`src/rtl/param_chain_loader_if.sv`:
```
// Host-side word bus of the parameter chain loader.
//   word_in/word_valid/word_ready : parameter words into the loader (valid/ready)
//   rd_word/rd_valid              : readback words from the chain end (no backpressure)
// master = host, slave = loader.
interface param_chain_loader_if #(
  parameter int WORD_BITS = 8
);
  logic [WORD_BITS-1:0] word_in;
  logic                 word_valid;
  logic                 word_ready;
  logic [WORD_BITS-1:0] rd_word;
  logic                 rd_valid;

  modport master (
    output word_in, word_valid,
    input  word_ready, rd_word, rd_valid
  );

  modport slave (
    input  word_in, word_valid,
    output word_ready, rd_word, rd_valid
  );
endinterface

```
`src/rtl/param_chain_loader.sv`:
```
// Serial parameter chain loader.
// Takes host words over a valid/ready handshake and shifts them MSB-first into
// the neuron parameter chain, one bit per clock, raising setup only when a bit
// is actually presented. Bits leaving the chain end are captured into readback
// words so the host sees the previous chain contents during every load.
//   clk, rst_n  : clock, synchronous active-low reset
//   start       : begin a load (sampled in IDLE only)
//   host        : word handshake in, readback words out
//   setup       : chain shift enable (registered, changes with chain_din)
//   chain_din   : serial bit into the first neuron
//   chain_dout  : serial bit from the last neuron
//   busy, done  : load in progress / one-cycle pulse after the final shift
//
// state  | meaning
// IDLE   | waiting for start, chain held
// LOAD   | accepting words and shifting the chain
// FINISH | final shift consumed, done pulse
module param_chain_loader #(
  parameter int CHAIN_BITS = 88,
  parameter int WORD_BITS  = 8
) (
  input  logic                clk,
  input  logic                rst_n,
  input  logic                start,
  param_chain_loader_if.slave host,
  output logic                setup,
  output logic                chain_din,
  input  logic                chain_dout,
  output logic                busy,
  output logic                done
);

  localparam int WORDS  = (CHAIN_BITS + WORD_BITS - 1) / WORD_BITS;
  localparam int SHIFTS = WORDS * WORD_BITS;
  localparam int WCW    = $clog2(WORDS + 1);
  localparam int BCW    = $clog2(WORD_BITS + 1);
  localparam int SCW    = $clog2(SHIFTS + 1);

  localparam logic [WCW-1:0] WORDS_L    = WCW'(WORDS);
  localparam logic [SCW-1:0] LAST_SHIFT = SCW'(SHIFTS - 1);
  localparam logic [BCW-1:0] LAST_BIT   = BCW'(WORD_BITS - 1);

  typedef enum logic [1:0] {IDLE, LOAD, FINISH} state_t;

  state_t               state, state_nx;
  logic [WCW-1:0]       word_cnt;
  logic [BCW-1:0]       bits_left;   // bits still waiting in sbuf
  logic [WORD_BITS-1:0] sbuf;
  logic [SCW-1:0]       shift_cnt;   // bits consumed by the chain so far
  logic [WORD_BITS-1:0] cap;
  logic [BCW-1:0]       cap_cnt;
  logic                 hs;
  logic                 last_shift;

  assign hs         = host.word_valid & host.word_ready;
  assign last_shift = setup && (shift_cnt == LAST_SHIFT);

  always_ff @(posedge clk) begin
    if (!rst_n) state <= IDLE;
    else        state <= state_nx;
  end

  always_comb begin
    state_nx = state;
    case (state)
      IDLE:    if (start) state_nx = LOAD;
      LOAD:    if (last_shift) state_nx = FINISH;
      FINISH:  state_nx = IDLE;
      default: state_nx = IDLE;
    endcase
  end

  // The first bit of a word is presented on the handshake edge itself, so the
  // buffer only needs to be empty to accept the next word without a gap.
  always_comb begin
    busy            = (state != IDLE);
    done            = (state == FINISH);
    host.word_ready = (state == LOAD) && (word_cnt < WORDS_L) && (bits_left == '0);
  end

  always_ff @(posedge clk) begin
    if (!rst_n) begin
      setup         <= 1'b0;
      chain_din     <= 1'b0;
      sbuf          <= '0;
      bits_left     <= '0;
      word_cnt      <= '0;
      shift_cnt     <= '0;
      cap           <= '0;
      cap_cnt       <= '0;
      host.rd_word  <= '0;
      host.rd_valid <= 1'b0;
    end else begin
      host.rd_valid <= 1'b0;

      // The chain shifts on this edge: capture what falls out of its end.
      if (setup) begin
        cap       <= {cap[WORD_BITS-2:0], chain_dout};
        shift_cnt <= shift_cnt + 1'b1;
        if (cap_cnt == LAST_BIT) begin
          host.rd_word  <= {cap[WORD_BITS-2:0], chain_dout};
          host.rd_valid <= 1'b1;
          cap_cnt       <= '0;
        end else begin
          cap_cnt <= cap_cnt + 1'b1;
        end
      end

      case (state)
        LOAD: begin
          if (hs) begin
            setup     <= 1'b1;
            chain_din <= host.word_in[WORD_BITS-1];
            sbuf      <= host.word_in << 1;
            bits_left <= LAST_BIT;
            word_cnt  <= word_cnt + 1'b1;
          end else if (bits_left != '0) begin
            setup     <= 1'b1;
            chain_din <= sbuf[WORD_BITS-1];
            sbuf      <= sbuf << 1;
            bits_left <= bits_left - 1'b1;
          end else begin
            setup     <= 1'b0;
            chain_din <= 1'b0;
          end
        end
        default: begin
          setup     <= 1'b0;
          chain_din <= 1'b0;
          if (state == IDLE && start) begin
            word_cnt  <= '0;
            bits_left <= '0;
            shift_cnt <= '0;
            cap_cnt   <= '0;
          end
        end
      endcase
    end
  end

endmodule

```
`src/flat_wrapper.sv`:
```
// flat-port wrapper written by rule: the top's interface ports become plain ports
module param_chain_loader_flat 
#(
  parameter int CHAIN_BITS = 88,
  parameter int WORD_BITS  = 8
)
  (clk, rst_n, start, setup, chain_din, chain_dout, busy, done, host_word_in, host_word_valid, host_word_ready, host_rd_word, host_rd_valid);
  param_chain_loader_if #(.WORD_BITS(WORD_BITS)) host_i ();
  input  logic clk;
  input  logic rst_n;
  input  logic start;
  output logic setup;
  output logic chain_din;
  input  logic chain_dout;
  output logic busy;
  output logic done;
  input wire logic [$bits(host_i.word_in)-1:0] host_word_in;
  input wire logic [$bits(host_i.word_valid)-1:0] host_word_valid;
  output wire logic [$bits(host_i.word_ready)-1:0] host_word_ready;
  output wire logic [$bits(host_i.rd_word)-1:0] host_rd_word;
  output wire logic [$bits(host_i.rd_valid)-1:0] host_rd_valid;
  assign host_i.word_in = host_word_in;
  assign host_i.word_valid = host_word_valid;
  assign host_word_ready = host_i.word_ready;
  assign host_rd_word = host_i.rd_word;
  assign host_rd_valid = host_i.rd_valid;
  param_chain_loader #(.CHAIN_BITS(CHAIN_BITS), .WORD_BITS(WORD_BITS)) u_core (.clk(clk), .rst_n(rst_n), .start(start), .host(host_i), .setup(setup), .chain_din(chain_din), .chain_dout(chain_dout), .busy(busy), .done(done));
endmodule
```
`config.mk`:
```
export PLATFORM = sky130hd
export DESIGN_NAME = param_chain_loader_flat
export DESIGN_NICKNAME = d
export VERILOG_FILES = /design/src/rtl/param_chain_loader_if.sv /design/src/rtl/param_chain_loader.sv /design/src/flat_wrapper.sv
export SDC_FILE = /design/constraint.sdc
export NUM_CORES = 1
export LEC_CHECK = 0
export CORE_ASPECT_RATIO = 2
export CORE_MARGIN = 2
export CORE_UTILIZATION = 35
export DETAILED_ROUTE_END_ITERATION = 16
export PLACE_DENSITY = 0.53
export SLEW_MARGIN = 25
export SYNTH_ARGS = -nofsm -noshare
export SYNTH_HDL_FRONTEND = slang
export SYNTH_SLANG_ARGS = --single-unit
```
`constraint.sdc`:
```
create_clock -name clk -period 1.53 [get_ports clk]
set_input_delay 0.153 -clock clk [delete_from_list [all_inputs] [get_ports clk]]
set_output_delay 0.153 -clock clk [all_outputs]
set_load 0.05 [all_outputs]
```
==> metrics.txt <==
pre-CTS setup slack -168 ps; reg-to-reg setup timing slack -170 ps; required time worst endpoint 1380 ps; antenna violation net count after detailed routing 0; crit-path most repeated cell sky130_fd_sc_hd__buf_6; Setup violations, final 14; number of global-route vias before repair between 1500 and 2000; share of synthesized area occupied by flip-flops and latches 0.473; status complete, but fails checks; CP cell instances inv_2 > ha_4 > nor3b_4 > buf_6 > buf_6 > and3_4 > buf_12; synthesized area per cell between 9 and 10 um2; stages on the worst setup path 7; most common cell after layout, fill and taps aside sky130_fd_sc_hd__dfxtp_1; PD cells just under 1000 nW/um2; startpoint type of the worst setup path register; signal arrival time at the worst endpoint around 1600 ps; category of the critical setup timing path reg -> out; clock tree skew after final layout 6.45 ps; main flop type after synthesis sky130_fd_sc_hd__dfxtp_1; floorplan row count 38; share of cells above drive strength 1 0.285; number of cells produced by synthesis 204; sum of overflow across all layers after global routing 0; area of the core ~5400 um2; number of detailed-routing iterations run before antenna repair 4; net count of the finished layout around 280; Synth Warn # 0; Worst Setup Slack, final -169 ps; wire length after detailed routing 4530 um; HP Class in -> reg; endpoint class of the critical path output pin; flip-flop and latch count after synthesis 46; clock tree from TritonCTS done; Max Cap Viol 0; initial standard-cell utilization of the core 0.362; starting DRC count in detailed routing 30; actual slew at the worst max-slew pin around 390 ps; number of distinct library cells after synthesis 48; biggest fanout along the worst timing path 2; Worst IR Drop VDD slightly above 0.0007 V; Max-Slew Margin vs Limit 0.738; capture instance of the worst register-to-register path u_core.sbuf[2]; post-detailed-route wirelength per cell between 10 and 15 um; via density per instance ~5.3; final count of pins violating max slew 0; number of antenna violations at the first check in global routing 0; maximum root-to-sink buffer count 2; Hold Buf Count CTS 0; final worst path period need about 1700 ps; top library cells by usage in the layout, fill and taps aside sky130_fd_sc_hd__dfxtp_1, sky130_fd_sc_hd__buf_4, sky130_fd_sc_hd__nand2_1; netlist area before placement around 1900 um2; post-synthesis async set-or-reset flop share 0; clock slew at the register clock pins of the worst setup and hold paths ~80 ps; P&R area growth vs syn 38.3%; highest clock rate 589 MHz; CTS Root Buffer Type sky130_fd_sc_hd__clkbuf_8; startpoint of the worst register-to-register path u_core.bits_left[0]; setup TNS -1470 ps; top cell family by delay on the critical path buffers and inverters; Die Outline Area approximately 6200 um2; worst setup path endpoint host_word_ready; number of buffers and inverters on the critical path 4; largest incremental delay on the critical path 330 ps; total DRC errors in the routed layout 0; final critical-path share of the clock period 1.11; Util after Layout 0.501; wire length of the first global-routing pass 7560 um; Ports 27; worst reg2reg path depth 6; depth of the CTS H-tree 2; number of antenna repair diodes 0; endpoints failing hold 0; clock insertion delay at the later pin of the skew report slightly above 300 ps; total leakage power 0.00106 uW; die width around 57 um; die boundary height roughly 110 um; count of input and output buffers 26; Num CTS Buffers 5; total via count after detailed routing about 1700; half-perimeter wire length after detailed placement 3270 um; net count of the mapped netlist about 220; violated checks setup timing; final weighted congestion of routability-driven global placement between 0.7 and 0.8; setup repair after global routing missed its margin true; maximum number of pins on one net before global-route repair 15; clock sink total 46; EDFF count, synth 0; first element of the critical path u_core.bits_left[0]; All-Layer GR Usage 0.158; critical path's slowest cell sky130_fd_sc_hd__dfxtp_2
where the power goes:
part,switching (uW),total [uW],internal (uW)
logic,202,459,257
registers,32.4,1270,1230
clock network,420,901,481
total,655,2630,1970
worst min path at each step:
stage | startpoint | to | slack [ps] | cells past startpoint
after floorplan | chain_dout | u_core.host.rd_word[0] | 290 | 2
after global placement | u_core.host.rd_word[2] | u_core.host.rd_word[2] | 440 | 2
after detailed placement | u_core.host.rd_word[3] | u_core.host.rd_word[3] | 440 | 2
after CTS | host_word_in[0] | u_core.sbuf[1] | 410 | 3
after global routing | host_word_in[0] | u_core.sbuf[1] | 420 | 3
final | host_word_in[0] | u_core.sbuf[1] | 420 | 3
cell type report:
cell class	instances	area, um2
tap	60	75.1
clock buffer	5	68.8
multi-input combinational	144	1020
timing repair buffer	59	549
fill	531	2680
sequential	46	925
inverter	3	11.3
clock inverter	3	40.0
per-layer routing:
| layer | track usage | part of all wire |
|---|---|---|
| met2 | 0.297 | 0.56 |
| met3 | 0.0353 | 0.036 |
| met4 | 0.0986 | 0.026 |
| met1 | 0.152 | 0.37 |
| met5 | 0 | 0 |
flip-flops by register name, indices dropped and copies added (netlist names):
| signal | count |
|---|---|
| u_core.word_cnt | 4 |
| u_core.host.rd_valid | 1 |
| u_core.cap | 7 |
| u_core.shift_cnt | 7 |
| u_core.bits_left | 4 |
| u_core.setup | 1 |
| u_core.state | 2 |
| u_core.host.rd_word | 8 |
| u_core.chain_din | 1 |
| u_core.sbuf | 7 |
| u_core.cap_cnt | 4 |
synthesized netlist by cell type, drive strengths merged, types with 2 or more instances:
cell type	count	area (um2)
clkbuf	5	18.8
nor3b	2	15.0
xnor2	2	17.5
o21ai	3	15.0
nand2b	2	12.5
nor3	3	15.0
nand2	25	93.8
inv	3	11.3
mux2i	13	130
or3b	2	17.5
ha	4	50.1
a21oi	12	60.1
buf	7	42.5
xor2	5	43.8
nor2	15	56.3
or3	4	25.0
o21bai	2	15.0
o31a	6	52.6
o31ai	2	15.0
dfxtp	46	921
and3b	2	17.5
o221a	6	67.6
nand3	9	45.0
nand4	6	43.8
per-stage QoR:
step           area [um2]  cells  hold WS, ps  power [uW]
6_report             2690    320          420        2630
5_1_grt              2690    320          422        2750
4_1_cts              2650    319          409        2650
3_5_place_dp         2460    306          443        1680
3_3_place_gp         2460    306          442        1670
2_1_floorplan        1960    204          289        1500
logic make-up (layout without fill, tap and decap cells):
logic type,count (synthesis),after routing,share of synthesized area
adder cells (fa/ha/maj),4,4,0.0257
multiplexers,13,13,0.0669
AO/OA/AOI/OAI,38,39,0.145
AND/OR/NAND/NOR,81,81,0.220
XOR/XNOR,7,7,0.0315
buffers and inverters,15,70,0.0373
flip-flops,46,46,0.473
tightest hold or removal path, cell delays in order:
cell and delay (ps):
sky130_fd_sc_hd__clkdlybuf4s50_1 410, sky130_fd_sc_hd__nand2_1 60, sky130_fd_sc_hd__o22ai_1 60
repair_timing:
item | CTS | global route
gates resized for setup | 10 | 7
setup endpoints to repair | 11 | 14
gates cloned | 1 | 0
pin swaps | 3 | 5
buffers inserted | 4 | 1
Power figures use the tool's default switching activity.
